[src/rtl/riscv_pkg.sv]
// Shared RISC-V fetch definitions: datapath width, reset PC, PC step and
// the fetch sequencer state encoding.
package riscv_pkg;

  localparam int unsigned XLEN     = 32;
  localparam logic [31:0] RESET_PC = 32'h0000_0000;
  localparam int unsigned PC_STEP  = 4;

  typedef enum logic [1:0] {
    IDLE  = 2'd0,
    FETCH = 2'd1,
    HOLD  = 2'd2
  } fsm_state_e;

endpackage

[src/rtl/next_pc_mux.sv]
// Next fetch address select: sequential PC+4 (modulo 2^XLEN) or the branch
// target with its low two bits forced to zero.
// Ports:
//   pc_i         current fetch address
//   target_i     raw branch target from the shift-adder
//   sel_target_i 1 selects the aligned target, 0 selects pc_i + PC_STEP
//   next_pc_c_o  combinational next address
module next_pc_mux #(
  parameter int unsigned XLEN = 32
) (
  input  logic [XLEN-1:0] pc_i,
  input  logic [XLEN-1:0] target_i,
  input  logic            sel_target_i,
  output logic [XLEN-1:0] next_pc_c_o
);
  import riscv_pkg::*;

  // Word alignment mask: clears the two byte-offset bits of the target.
  localparam logic [XLEN-1:0] ALIGN_MASK = ~XLEN'(3);

  always_comb begin
    if (sel_target_i) begin
      next_pc_c_o = target_i & ALIGN_MASK;
    end else begin
      next_pc_c_o = pc_i + XLEN'(PC_STEP);
    end
  end

endmodule

[src/rtl/pc_sequencer.sv]
// Program counter owner and instruction fetch sequencer. Issues req/ack
// fetches to instruction memory, hands {pc_out, instr_valid} to decode,
// honours decode stall and redirects on taken branches with a flush pulse.
// Ports:
//   clock, reset       system clock, synchronous active-high reset
//   imem_req/addr      fetch request and address (addr stable until ack)
//   imem_ack           memory accepted the request this cycle
//   stall              decode cannot accept a new instruction
//   br_valid/branch/zero/branch_target  resolved branch from EX
//   pc_out/instr_valid PC of instruction presented to decode
//   flush              one-cycle pulse discarding younger pipeline contents
module pc_sequencer #(
  parameter int unsigned      XLEN     = 32,
  parameter logic [XLEN-1:0]  RESET_PC = XLEN'(32'h0000_0000)
) (
  input  logic            clock,
  input  logic            reset,
  output logic            imem_req,
  output logic [XLEN-1:0] imem_addr,
  input  logic            imem_ack,
  input  logic            stall,
  input  logic            br_valid,
  input  logic            branch,
  input  logic            zero,
  input  logic [XLEN-1:0] branch_target,
  output logic [XLEN-1:0] pc_out,
  output logic            instr_valid,
  output logic            flush
);
  import riscv_pkg::*;

  fsm_state_e      state_q, state_d;
  logic            req_q, req_d;
  logic [XLEN-1:0] addr_q, addr_d;
  logic [XLEN-1:0] pc_q, pc_d;
  logic            valid_q, valid_d;
  logic            flush_q, flush_d;
  logic            pend_q, pend_d;
  logic [XLEN-1:0] target_q, target_d;

  logic            taken_c;
  logic [XLEN-1:0] next_pc_c;

  assign taken_c = br_valid & branch & zero;

  // On a taken branch the mux yields the aligned target, otherwise addr+4.
  next_pc_mux #(
    .XLEN (XLEN)
  ) u_next_pc_mux (
    .pc_i         (addr_q),
    .target_i     (branch_target),
    .sel_target_i (taken_c),
    .next_pc_c_o  (next_pc_c)
  );

  // State and output registers.
  always_ff @(posedge clock) begin
    if (reset) begin
      state_q  <= IDLE;
      req_q    <= 1'b0;
      addr_q   <= RESET_PC;
      pc_q     <= '0;
      valid_q  <= 1'b0;
      flush_q  <= 1'b0;
      pend_q   <= 1'b0;
      target_q <= '0;
    end else begin
      state_q  <= state_d;
      req_q    <= req_d;
      addr_q   <= addr_d;
      pc_q     <= pc_d;
      valid_q  <= valid_d;
      flush_q  <= flush_d;
      pend_q   <= pend_d;
      target_q <= target_d;
    end
  end

  // Next-state and output decode.
  always_comb begin
    state_d  = state_q;
    req_d    = req_q;
    addr_d   = addr_q;
    pc_d     = pc_q;
    valid_d  = valid_q;
    flush_d  = 1'b0;
    pend_d   = pend_q;
    target_d = target_q;

    case (state_q)
      IDLE: begin
        state_d = FETCH;
        req_d   = 1'b1;
        addr_d  = RESET_PC;
      end

      FETCH: begin
        if (taken_c) begin
          flush_d = 1'b1;
          valid_d = 1'b0;
          if (req_q && !imem_ack) begin
            // Request in flight: address must stay put, so park the target.
            pend_d   = 1'b1;
            target_d = next_pc_c;
          end else begin
            // Any instruction acked this cycle is wrong-path and dropped.
            addr_d = next_pc_c;
            req_d  = 1'b1;
            pend_d = 1'b0;
          end
        end else if (req_q && imem_ack) begin
          if (pend_q) begin
            addr_d  = target_q;
            pend_d  = 1'b0;
            valid_d = 1'b0;
          end else begin
            pc_d    = addr_q;
            valid_d = 1'b1;
            addr_d  = next_pc_c;
            if (stall) begin
              state_d = HOLD;
              req_d   = 1'b0;
            end
          end
        end else if (!stall) begin
          valid_d = 1'b0;
        end
      end

      HOLD: begin
        if (taken_c) begin
          // Redirect overrides the stall and kills the held instruction.
          flush_d = 1'b1;
          valid_d = 1'b0;
          addr_d  = next_pc_c;
          req_d   = 1'b1;
          state_d = FETCH;
        end else if (!stall) begin
          valid_d = 1'b0;
          req_d   = 1'b1;
          state_d = FETCH;
        end
      end

      default: begin
        state_d = IDLE;
        req_d   = 1'b0;
      end
    endcase
  end

  assign imem_req    = req_q;
  assign imem_addr   = addr_q;
  assign pc_out      = pc_q;
  assign instr_valid = valid_q;
  assign flush       = flush_q;

endmodule

[config.mk]
export PLATFORM = sky130hd
export DESIGN_NAME = pc_sequencer
export DESIGN_NICKNAME = d
export VERILOG_FILES = /design/src/rtl/riscv_pkg.sv /design/src/rtl/next_pc_mux.sv /design/src/rtl/pc_sequencer.sv
export SDC_FILE = /design/constraint.sdc
export NUM_CORES = 1
export LEC_CHECK = 0
export CORE_ASPECT_RATIO = 1.5
export CORE_MARGIN = 8
export CORE_UTILIZATION = 31
export DETAILED_ROUTE_END_ITERATION = 6
export PLACE_DENSITY = 0.62
export SKIP_CTS_REPAIR_TIMING = 1
export SLEW_MARGIN = 20
export SYNTH_ARGS = -nofsm -noshare
export SYNTH_HDL_FRONTEND = slang
export SYNTH_SLANG_ARGS = --single-unit
export TNS_END_PERCENT = 100
[constraint.sdc]
create_clock -name clock -period 2.4 [get_ports clock]
set_input_delay 0.36 -clock clock [delete_from_list [all_inputs] [get_ports clock]]
set_output_delay 0.36 -clock clock [all_outputs]
set_load 0.01 [all_outputs]
==> impl_metrics.env, run 1 <==
export IMPL_cts_tree="built"
export IMPL_nets=839
export IMPL_clock_fmax_mhz=433
export IMPL_path_clk_slew_ns=0.07
export IMPL_end_kind="register"
export IMPL_synth_area_um2=5080
export IMPL_die_h_um=173
export IMPL_use_met1=0.199
export IMPL_grt_first_pass_wirelength_um=27900
export IMPL_power_density_nw_per_um2=706
export IMPL_critPathLaunchType="register"
export IMPL_ys_flop_type="dfxtp_1"
export IMPL_postPlaceCellArea_um2=6740
export IMPL_numCtsBuffers=9
export IMPL_cp_max_fo=8
export IMPL_drt_iter0_markers=460
export IMPL_clock_path_buffers=2
export IMPL_clock_sinks=102
export IMPL_relSlewSlack=0.537
export IMPL_slew_violations=0
export IMPL_skew_ns=0.0111
export IMPL_grt_util_met2=0.291
export IMPL_cp_arrival_ns=2.60
export IMPL_syn2layout_area_growth_pct=39.9
export IMPL_ys_seq_area_frac=0.402
export IMPL_drt_wirelength_per_cell_um=18.0
export IMPL_rsz0062_at_grt="no"
export IMPL_die_x_um=120
export IMPL_min_period_ns=2.31
export IMPL_finalSetupViolations=0
export IMPL_max_vdd_ir_drop_mv=0.468
export IMPL_grt_max_degree=42
export IMPL_detail_route_antenna_nets=0
export IMPL_final_common_cell="nand2_1"
export IMPL_p_leak_nw=2.46
export IMPL_syn_inst=656
export IMPL_path_class="reg2reg"
export IMPL_synth_cell_types=63
export IMPL_required_ns=2.69
export IMPL_tightest_slew_ns=0.690
export IMPL_finalHoldViolations=0
export IMPL_htree_levels=3
export IMPL_grt_pass1_vias=5182
export IMPL_ioPinCount=106
export IMPL_io_buffers=103
export IMPL_syn_nets=700
export IMPL_drt_pass1_iter_count=5
export IMPL_grt_use_met3=0.0297
export IMPL_ys_seq_elements=102
export IMPL_outcome="finished, final reports clean"
export IMPL_cts_root_buffer="clkbuf_16"
export IMPL_hold_path_class="reg2reg"
export IMPL_totalWireLength_um=18100
export IMPL_clkLatencyLatePin_ns=0.35
export IMPL_grt_usage=0.169
export IMPL_via_per_inst=5.36
export IMPL_grt_busiest_layer="met2"
export IMPL_placed_cells=990
export IMPL_synth_warnings=0
export IMPL_syn_area_per_cell_um2=7.74
export IMPL_maxCapViolations=0
export IMPL_rows=57
export IMPL_layout_common_cells="165 x nand2_1, 102 x dfxtp_1, 102 x clkdlybuf4s50_1"
export IMPL_drc=0
export IMPL_place_ws_ns=0.0169
export IMPL_num_vias=5384
export IMPL_synthArstFlopShare=0
export IMPL_core_um2=16100
export IMPL_gp_congestion=0.906
export IMPL_grt_ovfl_total=0
export IMPL_drive_gt1_frac=0.125
export IMPL_antenna_found_initial=0
export IMPL_fp_dieArea_um2=20800
export IMPL_start_util=0.315
export IMPL_layout_setup_ws_ns=0.0929
export IMPL_instances_no_fill=1005
export IMPL_synth_edff_count=0
export IMPL_hpwlAfterDp_um=13200
export IMPL_antennaDiodeCount=0
export IMPL_fin_tns_setup_ns=0
export IMPL_min_period_over_period=0.961
export IMPL_final_area_um2=7100
export IMPL_final_util=0.441
## synthesized netlist by cell type (6+ instances only)
cell	number	area, um^2
dfxtp_1	102	2040
nand3_1	19	95.1
mux2i_1	8	80.1
o211ai_1	6	45.0
o21ai_0	23	115
nand2_1	165	619
a22oi_1	16	120
a21oi_1	69	345
nor2_1	23	86.3
nor3_1	11	55.1
nand4_1	13	81.3
clkbuf_1	32	120
xnor2_1	7	61.3
a31oi_1	14	87.6
and3_1	7	43.8
nor4_1	10	62.6
nand2b_1	6	37.5
buf_2	10	50.1
inv_1	15	56.3
## critical path, cell delays in order (launching register included)
cell	delay [ns]
dfxtp_1	0.38
inv_1	0.08
ha_1	0.29
nor3b_1	0.31
a21bo_2	0.30
nor3_2	0.57
a22o_1	0.23
a31o_2	0.10
## metrics by stage
step | power (mW) | hold slack (ns)
finish | 5.02 | 0.452
global placement | 3.24 | 0.438
CTS | 5.06 | 0.455
floorplan | 2.53 | 0.431
global route | 5.25 | 0.473
detailed placement | 3.23 | 0.445
## report_power, final
part | internal, mW | switching (mW)
Sequential | 1.74 | 0.0581
Clock | 1.15 | 0.661
Combinational | 0.595 | 0.811
Total | 3.49 | 1.53
## logic make-up (layout without fill, tap and decap cells)
| group | after synthesis | count (layout) | synth area share |
|---|---|---|---|
| xor+xnor | 10 | 10 | 0.0173 |
| fa+ha+maj | 5 | 5 | 0.0123 |
| mux | 8 | 8 | 0.0158 |
| buf+inv | 61 | 204 | 0.0490 |
| compound gates | 185 | 185 | 0.238 |
| flops | 102 | 102 | 0.402 |
| simple gates | 285 | 285 | 0.266 |
## sequential cells by signal, indices dropped and copies added (netlist names)
register / count
flush: 1
target_q: 32
state_q: 2
pend_q: 1
instr_valid: 1
imem_req: 1
imem_addr: 32
pc_out: 32
## layout make-up
type	count	area, um^2
clock buffers	10	239
clock inverters	5	129
fillers	1661	9010
inverters	15	56.3
multi-input cells	493	2800
flip-flops and latches	102	2040
well taps	206	258
repair buffers	174	1580
## metal layers
| metal | routed length (um) | up-vias |
|---|---|---|
| li1 | - | 2637 |
| met5 | 0 | - |
| met4 | 445 | 0 |
| met3 | 1110 | 28 |
| met2 | 9100 | 181 |
| met1 | 7470 | 2538 |
## path summary, 6_finish.rpt
kind	depth (start not counted)	slack [ns]	endpoint	start
worst min-delay path	2	0.45	pc_out[16]	pc_out[16]
worst min register to register	2	0.45	pc_out[16]	pc_out[16]
worst max-delay path	7	0.09	imem_addr[11]	state_q[0]
worst max register to register	7	0.09	imem_addr[11]	state_q[0]
Note: power is estimated with default switching activity, not from simulation.
==> inputs of run 2 (changes only) <==
--- a/config.mk
+++ b/config.mk
@@ -8,8 +8,10 @@
 export CORE_ASPECT_RATIO = 1.5
 export CORE_MARGIN = 8
 export CORE_UTILIZATION = 31
+export CTS_CLUSTER_DIAMETER = 150
 export DETAILED_ROUTE_END_ITERATION = 6
 export PLACE_DENSITY = 0.62
+export SETUP_SLACK_MARGIN = 0.3
 export SKIP_CTS_REPAIR_TIMING = 1
 export SLEW_MARGIN = 20
 export SYNTH_ARGS = -nofsm -noshare
==> run 2 against run 1 <==
Wire length is 0.87% higher. Via count is 0.48% lower. Worst setup slack better by 0.28 ns. Non-clock buffer count is 2 lower. Global-route usage is 0.47 points higher. Combinational power is 5% higher. Sequential power hardly changed.
==> impl_metrics.env, run 2 (synthesis gave the netlist of run 1 again) <==
export IMPL_outcome="finished, final reports clean"
export IMPL_crit_buf_inv=2
export IMPL_hold_path_depth=2
export IMPL_rows=57
export IMPL_cpMaxStageDelayCell="clkdlybuf4s50_1"
export IMPL_cts_tree="built"
export IMPL_layout_common_cells="165 x nand2_1, 102 x clkdlybuf4s50_1, 97 x dfxtp_1"
export IMPL_nets=837
export IMPL_relSlewSlack=0.654
export IMPL_finalSetupViolations=0
export IMPL_htree_levels=3
export IMPL_instances_no_fill=1004
export IMPL_clock_sinks=102
export IMPL_die_h_um=173
export IMPL_io_buffers=103
export IMPL_crit_family="buffers and inverters"
export IMPL_start_util=0.315
export IMPL_cp_max_fo=13
export IMPL_grt_pass1_vias=5241
export IMPL_rsz0062_at_grt="no"
export IMPL_rrSetupSlack_ns=0.39
export IMPL_final_common_cell="nand2_1"
export IMPL_end_kind="register"
export IMPL_p_comb_frac=0.312
export IMPL_critPathLaunchType="input pin"
export IMPL_antennaDiodeCount=0
export IMPL_p_sw_frac=0.341
export IMPL_power_density_nw_per_um2=665
export IMPL_grt_ovfl_total=0
export IMPL_hold_path_class="reg2reg"
export IMPL_path_clk_slew_ns=0.08
export IMPL_clock_fmax_mhz=494
export IMPL_via_per_inst=5.34
export IMPL_grt_first_pass_wirelength_um=28700
export IMPL_cp_arrival_ns=2.28
export IMPL_drt_pass1_iter_count=5
export IMPL_pwr_share_seq=0.379
export IMPL_die_x_um=120
export IMPL_drc=0
export IMPL_p_sw_mw=1.62
export IMPL_drt_wirelength_per_cell_um=18.2
export IMPL_skew_ns=0.00705
export IMPL_critical_path_cell_chain="clkdlybuf4s50_1 > nand3_1 > a221oi_2 > nor2_1 > buf_12 > a22o_1 > a31o_2"
export IMPL_min_to="target_q[30]"
export IMPL_grt_max_degree=45
export IMPL_numCtsBuffers=9
export IMPL_p_leak_nw=2.43
export IMPL_reg2reg_from="state_q[1]"
export IMPL_hpwlAfterDp_um=13400
export IMPL_num_vias=5358
export IMPL_fp_dieArea_um2=20800
export IMPL_ff2ff_path_depth=8
export IMPL_cts_root_buffer="clkbuf_16"
export IMPL_min_period_over_period=0.844
export IMPL_maxCapViolations=0
export IMPL_total_power_mw=4.74
export IMPL_core_um2=16100
export IMPL_final_util=0.442
export IMPL_p_int_mw=3.13
export IMPL_tightest_slew_ns=0.519
export IMPL_clock_path_buffers=2
export IMPL_drive_gt1_frac=0.145
export IMPL_max_stage_delay_ns=0.60
export IMPL_totalWireLength_um=18300
export IMPL_ioPinCount=106
export IMPL_layout_setup_ws_ns=0.374
export IMPL_syn2layout_area_growth_pct=40.4
export IMPL_min_period_ns=2.03
export IMPL_slew_violations=0
export IMPL_hold_start="target_q[30]"
export IMPL_power_frac_clock=0.309
export IMPL_max_vdd_ir_drop_mv=0.387
export IMPL_placed_cells=987
export IMPL_finalHoldViolations=0
export IMPL_gp_congestion=0.880
export IMPL_rr_endpoint="imem_addr[13]"
export IMPL_grt_usage=0.173
export IMPL_required_ns=2.65
export IMPL_path_class="in2reg"
export IMPL_antenna_found_initial=0
export IMPL_drt_iter0_markers=281
export IMPL_fin_tns_setup_ns=0
export IMPL_clkLatencyLatePin_ns=0.36
export IMPL_detail_route_antenna_nets=0
export IMPL_place_ws_ns=0.0207
## run 2: cell types whose count changed in the layout (fill, tap and decap cells not counted), moves of 2 or more
cell	previous run	this run
dfxtp_2	0	5
bufinv_16	4	0
buf_4	69	63
dfxtp_1	102	97
buf_12	2	5
clkinv_4	0	2
## run 2: layout make-up
type                            count  area, um^2
Clock buffer                       10         239
Clock inverter                      6        53.8
Fill cell                        1677        8990
Inverter                           15        56.3
Multi-Input combinational cell    493        2860
Sequential cell                   102        2050
Tap cell                          206         258
Timing Repair Buffer              172        1610
## run 2: how the worst max path moves through the flow
stage | from | end | slack, ns | cells past startpoint
after global placement | zero | imem_addr[11] | 0.06 | 7
after CTS | state_q[0] | imem_addr[10] | 0.19 | 7
after floorplan | state_q[0] | imem_addr[24] | 0.31 | 8
after global routing | state_q[0] | imem_addr[24] | 0.30 | 8
final | zero | imem_addr[13] | 0.37 | 7
after detailed placement | zero | imem_addr[11] | 0.02 | 7
## run 2: worst reg2reg max path, stage by stage (launching register included)
cell and delay, ns:
dfxtp_1 0.36, inv_1 0.09, ha_1 0.20, a21boi_2 0.21, a221oi_2 0.31, nor2_1 0.12
buf_12 0.19, a22o_1 0.23, a31o_2 0.20
## run 2: power by group through the flow
| stage | combinational (mW) | sequential (mW) | clock (mW) |
|---|---|---|---|
| after floorplan | 0.700 | 1.84 | 0 |
| after global placement | 1.41 | 1.83 | 0 |
| after detailed placement | 1.41 | 1.84 | 0 |
| after CTS | 1.43 | 1.79 | 1.50 |
| after global routing | 1.59 | 1.81 | 1.57 |
| final | 1.48 | 1.80 | 1.47 |
## run 2: per-layer routing
| metal | track usage | vias up | part of all wire |
|---|---|---|---|
| met5 | 0 | - | 0 |
| met4 | 0.0758 | 0 | 0.028 |
| met3 | 0.0378 | 34 | 0.055 |
| met2 | 0.303 | 138 | 0.51 |
| met1 | 0.196 | 2556 | 0.41 |
| li1 | - | 2630 | - |
## run 2: through the flow
| step | hold WS, ns | area (um^2) |
|---|---|---|
| after floorplan | 0.431 | 5090 |
| after global placement | 0.440 | 6760 |
| after detailed placement | 0.446 | 6760 |
| after CTS | 0.456 | 7050 |
| after global routing | 0.469 | 7130 |
| final | 0.454 | 7130 |
==> inputs of run 3 (changes only) <==
--- a/config.mk
+++ b/config.mk
@@ -10,7 +10,7 @@
 export CORE_UTILIZATION = 31
 export CTS_CLUSTER_DIAMETER = 150
 export DETAILED_ROUTE_END_ITERATION = 6
-export PLACE_DENSITY = 0.62
+export PLACE_DENSITY = 0.64
 export SETUP_SLACK_MARGIN = 0.3
 export SKIP_CTS_REPAIR_TIMING = 1
 export SLEW_MARGIN = 20
==> constraint.sdc (replaced) <==
create_clock -name clock -period 1.8 [get_ports clock]
set_input_delay 0.27 -clock clock [delete_from_list [all_inputs] [get_ports clock]]
set_output_delay 0.27 -clock clock [all_outputs]
set_load 0.01 [all_outputs]
==> run 3 against run 2 <==
The run now ends with setup timing left. Clock skew rose by 0.0047 ns. Critical path depth rose by 1. Count of clock-buffer cells in the layout rose by 1. Sequential share of layout area fell by 6.0 points. Critical path type is now reg2reg.
==> impl_metrics.env, run 3 (synthesis gave the netlist of run 1 again) <==
export IMPL_slew_violations=0
export IMPL_drt_pass1_iter_count=5
export IMPL_layout_common_cells="98 x buf_4, 93 x nand2_1, 82 x dfxtp_1"
export IMPL_path_clk_slew_ns=0.07
export IMPL_end_kind="register"
export IMPL_skew_ns=0.0117
export IMPL_critPathLaunchType="register"
export IMPL_p_sw_mw=2.70
export IMPL_required_ns=2.08
export IMPL_drive_gt1_frac=0.430
export IMPL_rows=57
export IMPL_p_sw_frac=0.352
export IMPL_rrSetupSlack_ns=-0.05
export IMPL_whs_ns=0.448
export IMPL_via_per_inst=5.54
export IMPL_grt_ovfl_total=0
export IMPL_startpoint="state_q[0]"
export IMPL_cts_root_buffer="clkbuf_16"
export IMPL_nets=911
export IMPL_final_util=0.572
export IMPL_p_int_mw=4.97
export IMPL_numCtsBuffers=9
export IMPL_rr_endpoint="imem_addr[7]"
export IMPL_max_vdd_ir_drop_mv=0.459
export IMPL_die_x_um=120
export IMPL_ioPinCount=106
export IMPL_drt_iter0_markers=436
export IMPL_final_area_um2=9210
export IMPL_num_vias=5977
export IMPL_violations="setup timing"
export IMPL_totalWireLength_um=21400
export IMPL_p_leak_nw=4.91
export IMPL_detail_route_antenna_nets=0
export IMPL_clock_path_buffers=2
export IMPL_io_buffers=103
export IMPL_antenna_found_initial=0
export IMPL_rsz0062_at_grt="yes"
export IMPL_cts_tree="built"
export IMPL_layout_setup_ws_ns=-0.0497
export IMPL_p_comb_frac=0.435
export IMPL_hold_path_depth=5
export IMPL_gp_congestion=0.858
export IMPL_reg2reg_from="state_q[0]"
export IMPL_fp_dieArea_um2=20800
export IMPL_min_period_over_period=1.03
export IMPL_grt_max_degree=50
export IMPL_min_to="imem_addr[7]"
export IMPL_relSlewSlack=0.494
export IMPL_min_period_ns=1.85
export IMPL_finalHoldViolations=0
export IMPL_clock_fmax_mhz=541
export IMPL_tightest_slew_ns=0.759
export IMPL_hpwlAfterDp_um=14300
export IMPL_grt_pass1_vias=5488
export IMPL_power_frac_clock=0.250
export IMPL_drt_wirelength_per_cell_um=19.8
export IMPL_die_h_um=173
export IMPL_drc=0
export IMPL_final_common_cell="buf_4"
export IMPL_placed_cells=1033
export IMPL_htree_levels=3
export IMPL_cp_arrival_ns=2.13
export IMPL_outcome="finished, violations left"
export IMPL_core_um2=16100
export IMPL_clock_sinks=102
export IMPL_cp_max_fo=4
export IMPL_maxCapViolations=0
export IMPL_start_util=0.315
export IMPL_path_class="reg2reg"
export IMPL_postPlaceCellArea_um2=7300
export IMPL_instances_no_fill=1078
export IMPL_clkLatencyLatePin_ns=0.35
export IMPL_grt_first_pass_wirelength_um=29700
export IMPL_grt_usage=0.178
export IMPL_power_density_nw_per_um2=833
export IMPL_antennaDiodeCount=0
export IMPL_syn2layout_area_growth_pct=81.5
export IMPL_pwr_share_seq=0.315
export IMPL_hold_path_class="in2reg"
export IMPL_finalSetupViolations=29
export IMPL_hold_start="reset"
export IMPL_ff2ff_path_depth=8
==> run 3: worst max-delay path, cell delays in order (launching register included) <==
cell	delay, ns
dfxtp_4	0.39
inv_4	0.04
ha_4	0.26
nor3b_4	0.23
a21bo_4	0.29
a21oi_4	0.22
buf_6	0.15
o221ai_2	0.07
o21ai_1	0.13
==> run 3: power groups by stage <==
stage | Clock (mW) | Combinational (mW) | Sequential, mW
2_1_floorplan | 0 | 1.27 | 2.47
3_3_place_gp | 0 | 2.38 | 2.44
3_5_place_dp | 0 | 2.37 | 2.44
4_1_cts | 1.93 | 2.39 | 2.39
5_1_grt | 2.03 | 3.49 | 2.42
6_report | 1.92 | 3.34 | 2.41
==> run 3: per-layer routing <==
metal | vias to the layer above | GRT usage | share of wire
met3 | 46 | 0.0352 | 0.045
met2 | 211 | 0.324 | 0.52
li1 | 2798 | - | -
met4 | 0 | 0.0763 | 0.044
met5 | - | 0 | 0
met1 | 2922 | 0.194 | 0.39
==> run 3: final cells by class <==
cell class / count / area [um^2]
Fill cell: 1386 / 6900
Multi-Input combinational cell: 493 / 3860
Timing Repair Buffer: 246 / 2650
Sequential cell: 102 / 2090
Tap cell: 206 / 258
Clock buffer: 11 / 243
Inverter: 15 / 67.6
Clock inverter: 5 / 40.0
==> run 3: worst max-delay path by stage <==
stage | slack, ns | end
2_1_floorplan | -0.003 | imem_addr[11]
3_3_place_gp | -0.40 | imem_addr[22]
3_5_place_dp | -0.47 | imem_addr[14]
4_1_cts | -0.19 | imem_addr[14]
5_1_grt | -0.12 | imem_addr[26]
6_report | -0.05 | imem_addr[7]
==> run 3: per-stage QoR <==
stage	power, mW	setup TNS, ns	setup WS, ns
final	7.67	-0.554	-0.0497
after global routing	7.94	-2.92	-0.124
after CTS	6.71	-4.66	-0.189
after detailed placement	4.81	-36.10	-0.469
after global placement	4.82	-32.27	-0.403
after floorplan	3.74	-0.00685	-0.00294
